**src/rtl/simeck_decrypt_iter.sv**
```systemverilog
// Iterative Simeck decryption core (32/64, 48/96, 64/128). The master key is expanded once into
// a round-key store; blocks then decrypt at one round per clock, walking the keys backwards.
module simeck_decrypt_iter #(
   parameter int WORD_W = 16
) (
   input  logic                  clk,
   input  logic                  rst,
   input  logic                  key_valid,
   output logic                  key_ready,
   input  logic [4*WORD_W-1:0]   key_in,
   input  logic                  in_valid,
   output logic                  in_ready,
   input  logic [2*WORD_W-1:0]   in_data,
   output logic                  out_valid,
   input  logic                  out_ready,
   output logic [2*WORD_W-1:0]   out_data,
   output logic                  busy
);

   localparam int ROUNDS = (WORD_W == 16) ? 32 : (WORD_W == 24) ? 36 : 44;
   localparam bit ZSEQ = (WORD_W == 32);
   localparam int CW = $clog2(ROUNDS);
   localparam int DEPTH = 1 << CW;
   localparam logic [CW-1:0] LAST = CW'(ROUNDS - 1);
   localparam logic [WORD_W-1:0] C = {{(WORD_W-2){1'b1}}, 2'b00};
   localparam logic [5:0] SEED = ZSEQ ? 6'b111111 : 6'b011111;

   typedef enum logic [2:0] {S_IDLE, S_EXPAND, S_READY, S_DECRYPT, S_DONE} state_t;

   state_t              r_state, w_nxt_state;
   logic [WORD_W-1:0]   r_t0, r_t1, r_t2, r_t3, r_l, r_r;
   logic [WORD_W-1:0]   r_rk [DEPTH];
   logic [5:0]          r_lfsr;
   logic [CW-1:0]       r_idx, r_cnt;
   logic                r_rk_vld;
   logic                r_key_ready, r_in_ready, r_out_valid, r_busy;
   logic [2*WORD_W-1:0] r_out_data;
   logic                w_key_fire, w_in_fire;
   logic [WORD_W-1:0]   w_t3_nxt, w_r_nxt;

   function automatic logic [WORD_W-1:0] rotl(input logic [WORD_W-1:0] x, input int s);
      return (x << s) | (x >> (WORD_W - s));
   endfunction

   function automatic logic [WORD_W-1:0] f_rnd(input logic [WORD_W-1:0] x);
      return (x & rotl(x, 5)) ^ rotl(x, 1);
   endfunction

   // z0: x^5+x^2+1 in bits [4:0]; z1: x^6+x+1 in bits [5:0]. Output is always bit 0.
   function automatic logic [5:0] lfsr_step(input logic [5:0] s);
      if (ZSEQ) return {s[1] ^ s[0], s[5:1]};
      else      return {1'b0, s[2] ^ s[0], s[4:1]};
   endfunction

   assign w_t3_nxt = r_t0 ^ f_rnd(r_t1) ^ C ^ {{(WORD_W-1){1'b0}}, r_lfsr[0]};
   assign w_r_nxt  = r_l ^ f_rnd(r_r) ^ r_rk[r_cnt];

   always_comb begin
      w_key_fire  = key_valid & r_key_ready;
      w_in_fire   = in_valid & r_in_ready & r_rk_vld & ~w_key_fire;
      w_nxt_state = r_state;
      case (r_state)
         S_IDLE:    if (w_key_fire) w_nxt_state = S_EXPAND;
         S_EXPAND:  if (r_idx == LAST) w_nxt_state = S_READY;
         S_READY:   if (w_key_fire) w_nxt_state = S_EXPAND;
                    else if (w_in_fire) w_nxt_state = S_DECRYPT;
         S_DECRYPT: if (r_cnt == '0) w_nxt_state = S_DONE;
         S_DONE:    if (out_ready) w_nxt_state = S_READY;
         default:   w_nxt_state = S_IDLE;
      endcase
   end

   always_ff @(posedge clk) begin
      if (rst) r_state <= S_IDLE;
      else     r_state <= w_nxt_state;
   end

   // Outputs are registered from the next state so they line up with r_state.
   always_ff @(posedge clk) begin
      if (rst) begin
         r_key_ready <= 1'b1;
         r_in_ready  <= 1'b0;
         r_out_valid <= 1'b0;
         r_busy      <= 1'b0;
         r_out_data  <= '0;
         r_rk_vld    <= 1'b0;
         r_idx       <= '0;
         r_cnt       <= '0;
      end else begin
         r_key_ready <= (w_nxt_state == S_IDLE) || (w_nxt_state == S_READY);
         r_in_ready  <= (w_nxt_state == S_READY);
         r_out_valid <= (w_nxt_state == S_DONE);
         r_busy      <= (w_nxt_state == S_EXPAND) || (w_nxt_state == S_DECRYPT);
         if (w_key_fire) begin
            r_rk_vld <= 1'b0;
            r_idx    <= '0;
         end else if (r_state == S_EXPAND) begin
            if (r_idx == LAST) r_rk_vld <= 1'b1;
            else               r_idx    <= r_idx + 1'b1;
         end
         if (w_in_fire)
            r_cnt <= LAST;
         else if ((r_state == S_DECRYPT) && (r_cnt != '0))
            r_cnt <= r_cnt - 1'b1;
         if ((r_state == S_DECRYPT) && (r_cnt == '0))
            r_out_data <= {r_r, w_r_nxt};
      end
   end

   always_ff @(posedge clk) begin
      if (w_key_fire) begin
         {r_t3, r_t2, r_t1, r_t0} <= key_in;
         r_lfsr <= SEED;
      end else if (r_state == S_EXPAND) begin
         r_rk[r_idx] <= r_t0;
         r_t0        <= r_t1;
         r_t1        <= r_t2;
         r_t2        <= r_t3;
         r_t3        <= w_t3_nxt;
         r_lfsr      <= lfsr_step(r_lfsr);
      end
      if (w_in_fire) begin
         {r_l, r_r} <= in_data;
      end else if (r_state == S_DECRYPT) begin
         r_l <= r_r;
         r_r <= w_r_nxt;
      end
   end

   assign key_ready = r_key_ready;
   assign in_ready  = r_in_ready;
   assign out_valid = r_out_valid;
   assign out_data  = r_out_data;
   assign busy      = r_busy;

endmodule

```
**config.mk**
```make
export PLATFORM = sky130hd
export DESIGN_NAME = simeck_decrypt_iter
export DESIGN_NICKNAME = d
export VERILOG_FILES = /design/src/rtl/simeck_decrypt_iter.sv
export SDC_FILE = /design/constraint.sdc
export NUM_CORES = 1
export LEC_CHECK = 0
export CAP_MARGIN = 0
export CORE_ASPECT_RATIO = 1.75
export CORE_MARGIN = 2
export CORE_UTILIZATION = 40
export CTS_BUF_LIST = sky130_fd_sc_hd__clkbuf_8
export DETAILED_ROUTE_END_ITERATION = 10
export SETUP_SLACK_MARGIN = 0.5
export SYNTH_ARGS = -nofsm -noshare
export SYNTH_HDL_FRONTEND = slang
export SYNTH_SLANG_ARGS = --single-unit
```
**constraint.sdc**
```tcl
create_clock -name clk -period 10.67 [get_ports clk]
set_input_delay 1.6005 -clock clk [delete_from_list [all_inputs] [get_ports clk]]
set_output_delay 1.6005 -clock clk [all_outputs]
set_load 0.005 [all_outputs]
```
Word level (Yosys, flattened, before mapping). Memory sizes are Yosys's and may differ from the RTL's. A register that Yosys moved wholly into a read port is not among the register bits. Cells that the tools add are included.

Add/sub/neg operators: 2. Eq/ne operators: 9. Muxes and demuxes: 26. Bitwise logic cells: 20. Reductions and logical operators: 14.

Operators by type and width (count): $mux 16 (12); $xor 16x16->16 (5); $and 16x16->16 (2); $or 16x1->16 (2); $or 16x5->16 (2); $mux 5 (4); $mux 3 (6); $xor 16x1->16 (1); $pmux 3 s5 (1); $not 14->14 (1); $eq 3x2->1 const B (4); $eq 3x1->1 const B (2); $eq 3x3->1 const B (2); $logic_not 3->1 (2); $reduce_bool 2->1 (3); $add 5x1->5 const B (1); $eq 5x5->1 const B (1); $logic_not 5->1 (1); $reduce_bool 5->1 (1); $sub 5x1->5 const B (1); $and 1x1->1 (4); $reduce_and 2->1 (2); $mux 1 (3); $logic_and 1x1->1 (2); other kinds (4) (6).

Bits in registers: 151. RAM bits: 512. Output and inout port bits: 36. Memories kept: 1.

Memories: r_rk (depth 32, width 16, read ports 1, clocked after Yosys merged registers in 1, wr ports 1, line 32) `logic [WORD_W-1:0] r_rk [DEPTH];`.

Logic depth before layout (Yosys ltp). Gate-level depths: netlist (run 1).

Depth in word-level cells: 8. Depth in mapped cells: 10. Depth with buffers taken out: 9.

Worst setup path before layout (run 1). OpenSTA, ideal clock, no wires.

Path type: input-to-reg. From: input port key_valid. To: register r_t0[0], enable pin. Library setup time: 0.688 ns. Arrival: 3.761 ns. Path slack: 6.221 ns. Stages on the path: 5. Cells stage by stage: nand2_1 buf_1 clkbuf_1 clkbuf_1 nand2_1.

Longest elaborated chain between the ends: 2.

Ends and longest elaborated chain: start: declaration (line 8) `input logic key_valid,`; $and 1x1->1 (line 59) `w_key_fire = key_valid & r_key_ready;`; $reduce_bool 2->1 (no line); end signal: assignment (line 112) `{r_t3, r_t2, r_t1, r_t0} <= key_in;`; end signal: assignment (line 116) `r_t0 <= r_t1;`; end: declaration (line 31) `logic [WORD_W-1:0] r_t0, r_t1, r_t2, r_t3, r_l, r_r;`.

Every way passes these cells. A chain may end at the register's enable or synchronous reset.

==> flow_summary.yaml, run 1 <==
sta:
  setup_viol: 0
  max_clock_freq_ghz: 0.245
  slew-limit-headroom_pct: 19.1
  finalClockSkew_ns: 0.0311
  maxSlewViolCount: 0
  fin_ws_ns: 6.58
  rsz0062_at_grt: "no"
  worst_pin_slew_ns: 1.21
  hold_ws_ns: 0.456
  fin_crit_ns: 4.09
  finalHoldViolations: 0
  fin_setup_tns_ns: 0
  fin_crit_sh_pct: 38.3
critical_path:
  rrSetupSlack_ns: 6.58
  cp_slowest_cell: "dfxtp_4"
  crit_family: "buffers and inverters"
  crit_path_frequent_cell: "nand3_1"
  cp.buffers_inverters: 2
  cp-start-kind: "register"
  max_stage_delay_ns: 1.08
  cp-end-kind: "register"
  crit_type: "register to register"
  path_cells: "buf_12 > buf_4 > mux2i_1 > a22oi_1 > nand3_1 > o21ai_0 > or4b_1 > nand3_1"
  critPathMaxFanout: 113
  crit_required_ns: 11.31
  worst_ep_arrival_time_ns: 4.73
logic_synthesis:
  async_flop_share_pct: 0
  synth-main-ff-cell: "edfxtp_1"
  ys_warn_count: 0
  synth_common_cells: "608 x edfxtp_1, 185 x nand2_1, 166 x mux2i_1, 78 x a22oi_1, 63 x nor2_1"
  synth_edf_count: 608
  ys_ff_latch: 668
  netlist.area_leader.share_pct: 67.8
  synth_area_leaders: "edfxtp_1 68%, mux2i_1 6.2%, mux4_2 5.0%"
  avgSynthCellArea_um2: 16.3
  synth.yosys.seq_area_share_pct: 72.2
  syn_nets: 1762
  synth_cell_types: 42
  synth.cell_area_um2: 26900
  yosysMostFrequentCell: "edfxtp_1"
  syn_inst: 1654
  yosysTopAreaCell: "edfxtp_1"
place:
  place_ws_ns: 6.47
  port_buffers: 136
  gp_congestion: 0.840
  placed_area_um2: 29500
  dpl.cell_count: 2644
  dpl.hpwl_um: 41500
finish:
  stdcell_count: 2823
  fin_util_pct: 47.3
  layout-drive-gt1-share_pct: 16.2
  fill_cells: 5750
  nets: 1960
  area_growth_pct: 16.5
  design_area_um2: 31400
drt:
  drc_errors: 0
  drtIter0Drc: 940
  vias_per_cell: 5.21
  first_pass_iters: 5
  drt.antenna.violating_nets: 0
  finalWirelength_um: 65600
  wire_per_inst_um: 23.2
  num_vias: 14700
global_routing:
  grt_pass1_wl_um: 97800
  grt_pass1_vias: 15300
  grt_overflow: 0
  antenna_found_initial: 1
  grt_max_degree: 114
  track_usage_pct: 18.9
die:
  pin_count: 137
  die_x_um: 200
  die_height_um: 347
  start_util_pct: 40.5
  die_area_um2: 69500
  num_rows: 125
  coreArea_um2: 66500
power:
  power_leakage_nw: 9.88
  power.switching_mw: 1.19
  p_sw_share_pct: 22.2
  p_comb_share_pct: 4.5
  p_seq_share_pct: 57.1
  intPower_mw: 4.16
  p_clk_share_pct: 38.3
  power_density_nw_per_um2: 170
  power_mw: 5.35
  vdd_drop_max_mv: 0.104
clock_network:
  clk_path_buf_depth: 3
  clkLatencyLatePin_ns: 0.71
  post_cts_buffers: 0
  cts_tree: "built"
  cts_root_buf: "clkbuf_8"
  clkSinkCount: 668
  postCtsHoldBufs: 0
  ctsHtreeMaxLevel: 3
  cts.clk_slew.worst_paths_ns: 0.06
  numCtsBuffers: 95
  cts_resized: 0
run:
  drv_cap: 0
worst_hold_path:
  hp-class: "register to register"
status:
  outcome: "completed"
path summary, 6_finish.rpt:
kind	from	end	cells after the start
setup / recovery	register	out_data[9]	8
hold / removal	out_data[24]	out_data[24]	2
setup reg to reg	register	out_data[9]	8
hold reg to reg	out_data[24]	out_data[24]	2
final cells by class:
class	instances	area, µm²	area share (%)
Clock inverter	72	495	1.58
Timing Repair Buffer	190	1770	5.65
Inverter	7	26.3	0.0837
Multi-Input combinational cell	890	7070	22.5
Clock buffer	106	1460	4.65
Sequential cell	668	19500	62.0
Antenna cell	1	2.50	0.00797
Tap cell	889	1110	3.54
state kept, by name, indices dropped and copies added (netlist names), 3 cells and up, named ones only:
name and count:
r_idx 5, r_l 16, r_r 16, out_data 32
r_t3 16, r_t2 16, r_lfsr 5, r_rk 512
r_t1 16, r_t0 16, r_cnt 5, r_state 3
per-layer routing:
metal | share of wire (%) | GRT usage (%)
met1 | 38 | 21.5
met5 | 0 | 0
met2 | 53 | 34.8
met4 | 3.5 | 7.92
met3 | 5.1 | 3.48
power by group through the flow:
| stage | Clock [mW] | Sequential, mW | Combinational, mW |
|---|---|---|---|
| final | 2.05 | 3.06 | 0.243 |
| after global placement | 0 | 3.11 | 0.241 |
| after detailed placement | 0 | 3.12 | 0.244 |
| after global routing | 2.21 | 3.07 | 0.268 |
| after floorplan | 0 | 3.09 | 0.126 |
| after CTS | 2.11 | 3.06 | 0.247 |
layout by cell type, fill, tap and decap left out, types with 23 or more instances in the layout:
cell             instances
edfxtp_1               608
nand2_1                183
mux2i_1                166
clkdlybuf4s50_1        135
clkbuf_8               106
a22oi_1                 78
nor2_1                  61
mux4_2                  60
dfxtp_1                 58
nand3_1                 55
buf_4                   53
xnor2_1                 52
a21oi_1                 48
mux2_2                  48
xor2_1                  36
inv_1                   27
nand3b_1                23
cells by family after synthesis:
logic type | share of synthesized area [%]
AOI/OAI and AO/OA | 3.57
xor gates and xnor gates | 2.86
adders and majority gates | 0.325
buffers and inverters | 1.62
DFF | 72.2
muxes | 13.2
and+or+nand+nor | 6.24
tightest hold or removal path: cells and delay by family, from the launching register on:
family | cells | cell delay, ns
AO/OA/AOI/OAI | 1 | 0.05
AND/OR/NAND/NOR | 1 | 0.05
flip-flops | 1 | 0.31
Note: power is estimated with default switching activity, not from simulation.
==> run 2: changes to the inputs <==
==> constraint.sdc (replaced) <==
create_clock -name clk -period 4 [get_ports clk]
set_input_delay 0.6 -clock clk [delete_from_list [all_inputs] [get_ports clk]]
set_output_delay 0.6 -clock clk [all_outputs]
set_load 0.005 [all_outputs]
==> run 2 against run 1 <==
  * Sequential cell count unchanged
  * Final cell count increased by 0.81%
  * Register-to-register slack got worse by 5.5 ns
  * Power increased to 2.6 times the previous value
  * Wire length increased by 2.0%
  * Clock skew increased by 0.012 ns
  * Design area increased by 0.37%
  * Die area unchanged
  * Highest routed layer unchanged
  * Hold slack got worse by 0.012 ns
==> flow_summary.yaml, run 2 (synthesis results as in run 1) <==
status:
  outcome: "completed"
clock_network:
  cts_tree: "built"
  postCtsHoldBufs: 0
  clkLatencyLatePin_ns: 0.71
  numCtsBuffers: 96
  post_cts_buffers: 0
  clkSinkCount: 668
  ctsHtreeMaxLevel: 3
  cts_root_buf: "clkbuf_8"
  clk_path_buf_depth: 3
  cts.clk_slew.worst_paths_ns: 0.06
  cts_resized: 0
sta:
  fin_setup_tns_ns: 0
  slew-limit-headroom_pct: 19.1
  setup_viol: 0
  finalClockSkew_ns: 0.0427
  fin_crit_ns: 2.89
  finalHoldViolations: 0
  hold_ws_ns: 0.444
  maxSlewViolCount: 0
  fin_crit_sh_pct: 72.2
  max_clock_freq_ghz: 0.346
  worst_pin_slew_ns: 1.21
  rsz0062_at_grt: "no"
die:
  pin_count: 137
  die_height_um: 347
  coreArea_um2: 66500
  die_x_um: 200
  die_area_um2: 69500
  num_rows: 125
  start_util_pct: 40.5
power:
  power_mw: 13.9
  vdd_drop_max_mv: 0.307
  power_leakage_nw: 9.97
  power_density_nw_per_um2: 440
finish:
  layout-drive-gt1-share_pct: 16.4
  nets: 1986
  fin_util_pct: 47.4
  largest-register: "r_rk"
  largest_reg_flops: 512
  area_growth_pct: 17.0
  design_area_um2: 31500
  layout_common_cells: "608 x edfxtp_1, 183 x nand2_1, 166 x mux2i_1, 135 x clkdlybuf4s50_1, 98 x clkbuf_8"
  final_common_cell: "edfxtp_1"
critical_path:
  crit_family: "buffers and inverters"
  cp-start-kind: "register"
  path_cells: "buf_12 > buf_4 > buf_4 > mux2i_1 > a22oi_1 > nand3_1 > nand4_1 > or3_1 > nand3_1"
  critPathMaxFanout: 30
  crit_required_ns: 4.64
  max_stage_delay_ns: 0.57
  cp_slowest_cell: "dfxtp_4"
  cp-end-kind: "register"
  crit_type: "register to register"
  cp.buffers_inverters: 3
  worst_ep_arrival_time_ns: 3.52
drt:
  drtIter0Drc: 1066
  first_pass_iters: 5
  wire_per_inst_um: 23.5
  finalWirelength_um: 67000
  vias_per_cell: 5.30
  drt.antenna.violating_nets: 0
  num_vias: 15100
  drc_errors: 0
worst_hold_path:
  hold_start: "rst"
  hp-class: "input port to register"
place:
  gp_congestion: 0.825
  dpl.hpwl_um: 43500
  port_buffers: 136
  placed_area_um2: 29800
global_routing:
  grt_max_degree: 85
  grt_overflow: 0
  antenna_found_initial: 1
  grt_pass1_vias: 15700
  grt_pass1_wl_um: 100000
  track_usage_pct: 19.3
run:
  drv_cap: 0
==> run 2: final cells by class <==
cell class,count,area [µm²]
fill,5722,34900
sequential,668,19500
multi-input combinational,890,7080
timing repair buffer,215,2070
clock buffer,98,1350
tap,889,1110
clock inverter,78,410
inverter,7,26.3
antenna,1,2.50
==> run 2: layer usage <==
metal	GRT usage, %	part of all wire (%)
met5	0	0
met4	7.40	3.0
met3	2.92	5.3
met2	35.4	53
met1	22.7	38
==> run 2: path summary, 6_finish.rpt <==
kind	depth (start not counted)	endpoint	slack, ns
setup / recovery	9	out_data[15]	1.11
hold reg to reg	2	out_data[22]	0.45
hold / removal	2	out_data[16]	0.44
setup reg to reg	9	out_data[15]	1.11
==> run 2: per-stage QoR <==
step	worst slack [ns]	instances
4_1_cts	1.07	2845
3_3_place_gp	1.07	2669
2_1_floorplan	0.552	1654
6_report	1.11	2846
3_5_place_dp	1.08	2669
5_1_grt	0.926	2846
==> run 2: report_power, final <==
part / switching (mW) / leakage (nW) / total (mW) / internal (mW)
logic: 0.434 / 2.95 / 0.749 / 0.315
clock network: 2.56 / 1.02 / 5.04 / 2.48
registers: 0.131 / 6.00 / 8.08 / 7.95
total: 3.13 / 9.97 / 13.9 / 10.7
==> run 3: changes to the inputs <==
==> constraint.sdc (replaced) <==
create_clock -name clk -period 2.4 [get_ports clk]
set_input_delay 0.36 -clock clk [delete_from_list [all_inputs] [get_ports clk]]
set_output_delay 0.36 -clock clk [all_outputs]
set_load 0.005 [all_outputs]
==> run 3 against run 2 <==
  * Power up 74%
  * First-iteration DRC count is 8.3% lower
  * Hold slack lost 0.25 ns
  * Sequential cell count unchanged
  * Via count rose by 3.1%
==> flow_summary.yaml, run 3 (synthesis results as in run 1) <==
status:
  outcome: "completed"
finish:
  largest-register: "r_rk"
  final_common_cell: "edfxtp_1"
  nets: 2107
  design_area_um2: 34700
  multi_input_area_um2: 7720
  layout_common_cells: "608 x edfxtp_1, 161 x nand2_1, 158 x mux2i_1, 123 x clkdlybuf4s50_1, 100 x clkbuf_8"
  regArea_um2: 19500
  layout-drive-gt1-share_pct: 27.3
  largest_reg_flops: 512
  area_growth_pct: 28.6
  fill_cells: 5377
power:
  power.switching_mw: 5.27
  power_density_nw_per_um2: 695
  p_seq_share_pct: 55.6
  vdd_drop_max_mv: 0.448
  p_comb_share_pct: 6.0
  p_sw_share_pct: 21.9
  power_leakage_nw: 11.3
  intPower_mw: 18.8
  p_clk_share_pct: 38.5
die:
  num_rows: 125
  coreArea_um2: 66500
  die_area_um2: 69500
  start_util_pct: 40.5
  die_height_um: 347
  die_x_um: 200
  pin_count: 137
critical_path:
  cp-endpoint: "r_r[3]"
  max_stage_delay_ns: 0.53
  worstSetupPathDepth: 8
  r2r-end: "r_r[3]"
  critPathMaxFanout: 6
  crit_type: "register to register"
  crit_required_ns: 2.85
  cp-start-kind: "register"
  cp-end-kind: "register"
  path_cells: "buf_4 > buf_16 > mux4_2 > mux4_2 > mux2i_4 > xnor2_2 > nand2_1 > nand2_1"
  cp.buffers_inverters: 2
  reg2reg_depth: 8
  rrSetupSlack_ns: 0.007
  cp_slowest_cell: "mux4_2"
  crit_family: "multiplexers"
  worst_ep_arrival_time_ns: 2.85
clock_network:
  cts_tree: "built"
  cts_root_buf: "clkbuf_8"
  postCtsHoldBufs: 0
  numCtsBuffers: 97
  ctsHtreeMaxLevel: 3
  clkLatencyLatePin_ns: 0.71
  cts.clk_slew.worst_paths_ns: 0.06
  clkSinkCount: 668
  clk_path_buf_depth: 3
drt:
  drtIter0Drc: 977
  vias_per_cell: 5.25
  wire_per_inst_um: 23.8
  drt.antenna.violating_nets: 0
  finalWirelength_um: 70400
  num_vias: 15500
  drc_errors: 0
  first_pass_iters: 5
global_routing:
  track_usage_pct: 20.0
  antenna_found_initial: 2
  grt_pass1_vias: 16100
  grt_pass1_wl_um: 103000
  grt_max_degree: 56
  grt_overflow: 0
run:
  drv_cap: 0
sta:
  finalClockSkew_ns: 0.0361
  fin_ws_ns: 0.00657
  worst_pin_slew_ns: 0.592
  maxSlewViolCount: 0
  fin_crit_sh_pct: 99.7
  slew-limit-headroom_pct: 60.2
  fin_setup_tns_ns: 0
  setup_viol: 0
  hold_ws_ns: 0.191
  finalHoldViolations: 0
  fin_crit_ns: 2.39
  rsz0062_at_grt: "yes"
  max_clock_freq_ghz: 0.418
worst_hold_path:
  hp-class: "input port to register"
place:
  port_buffers: 136
  placed_area_um2: 31100
  dpl.hpwl_um: 44600
  place_ws_ns: -0.143
  gp_congestion: 0.850
==> run 3: changes by cell type in the layout (fill, tap and decap cells not counted), moves of 16 or more <==
cell     before  now
nor2_4        1   33
buf_16        0   16
buf_12       10   76
nor2_1       61   27
nand2_1     183  161
buf_6         0   27
==> run 3: stage by stage <==
| step | util, % | power (mW) | cells |
|---|---|---|---|
| 2_1_floorplan | - | 14.3 | 1654 |
| 3_3_place_gp | 46.8 | 15.0 | 2722 |
| 3_5_place_dp | 46.8 | 15.0 | 2722 |
| 4_1_cts | 51.4 | 24.3 | 2942 |
| 5_1_grt | 52.2 | 24.9 | 2961 |
| 6_report | 52.2 | 24.1 | 2961 |
==> run 3: repair_timing <==
item,in CTS,in global routing
buffers inserted,32,14
gates cloned,17,4
resized for setup,76,93
hold endpoints to repair,0,0
endpoints found under the setup margin,608,592
pin swaps,23,54
==> run 3: routing by layer <==
layer  share of wire, %  vias to the layer above  wire (µm)  global-route usage, %
met3                5.1                      116       3560                   3.30
met4                3.4                        0       2390                   7.14
met1                 37                     7867      25800                   22.2
li1                   -                     7040          -                      -
met2                 55                      517      38600                   38.3
met5                  0                        -          0                      0
==> run 3: area by class of cell <==
| class | count | share of cell area [%] |
|---|---|---|
| sequential | 668 | 56.2 |
| timing repair buffer | 335 | 12.6 |
| multi-input combinational | 890 | 22.3 |
| inverter | 7 | 0.0758 |
| antenna | 1 | 0.00722 |
| clock inverter | 71 | 1.65 |
| clock buffer | 100 | 3.97 |
| tap | 889 | 3.21 |
==> run 3: worst register-to-register path, stage by stage, from the launching register on <==
cell	delay, ns
dfxtp_4	0.41
buf_4	0.15
buf_16	0.12
mux4_2	0.50
mux4_2	0.53
mux2i_4	0.21
xnor2_2	0.09
nand2_1	0.09
nand2_1	0.05
==> run 3: power groups by stage <==
stage	logic [mW]	clock network [mW]	registers, mW
floorplan	0.595	0	13.7
global placement	1.34	0	13.6
detailed placement	1.37	0	13.6
CTS	1.43	9.48	13.4
global route	1.58	9.94	13.4
finish	1.44	9.26	13.4
==> run 3: how the worst min path moves through the flow <==
stage	start	endpoint	slack [ns]	cells after the start
5_1_grt	rst	out_data[9]	0.19	4
3_3_place_gp	out_data[24]	out_data[24]	0.44	2
6_report	rst	out_data[9]	0.19	4
2_1_floorplan	r_lfsr[1]	r_lfsr[1]	0.44	2
3_5_place_dp	out_data[24]	out_data[24]	0.45	2
4_1_cts	rst	out_data[9]	0.17	4
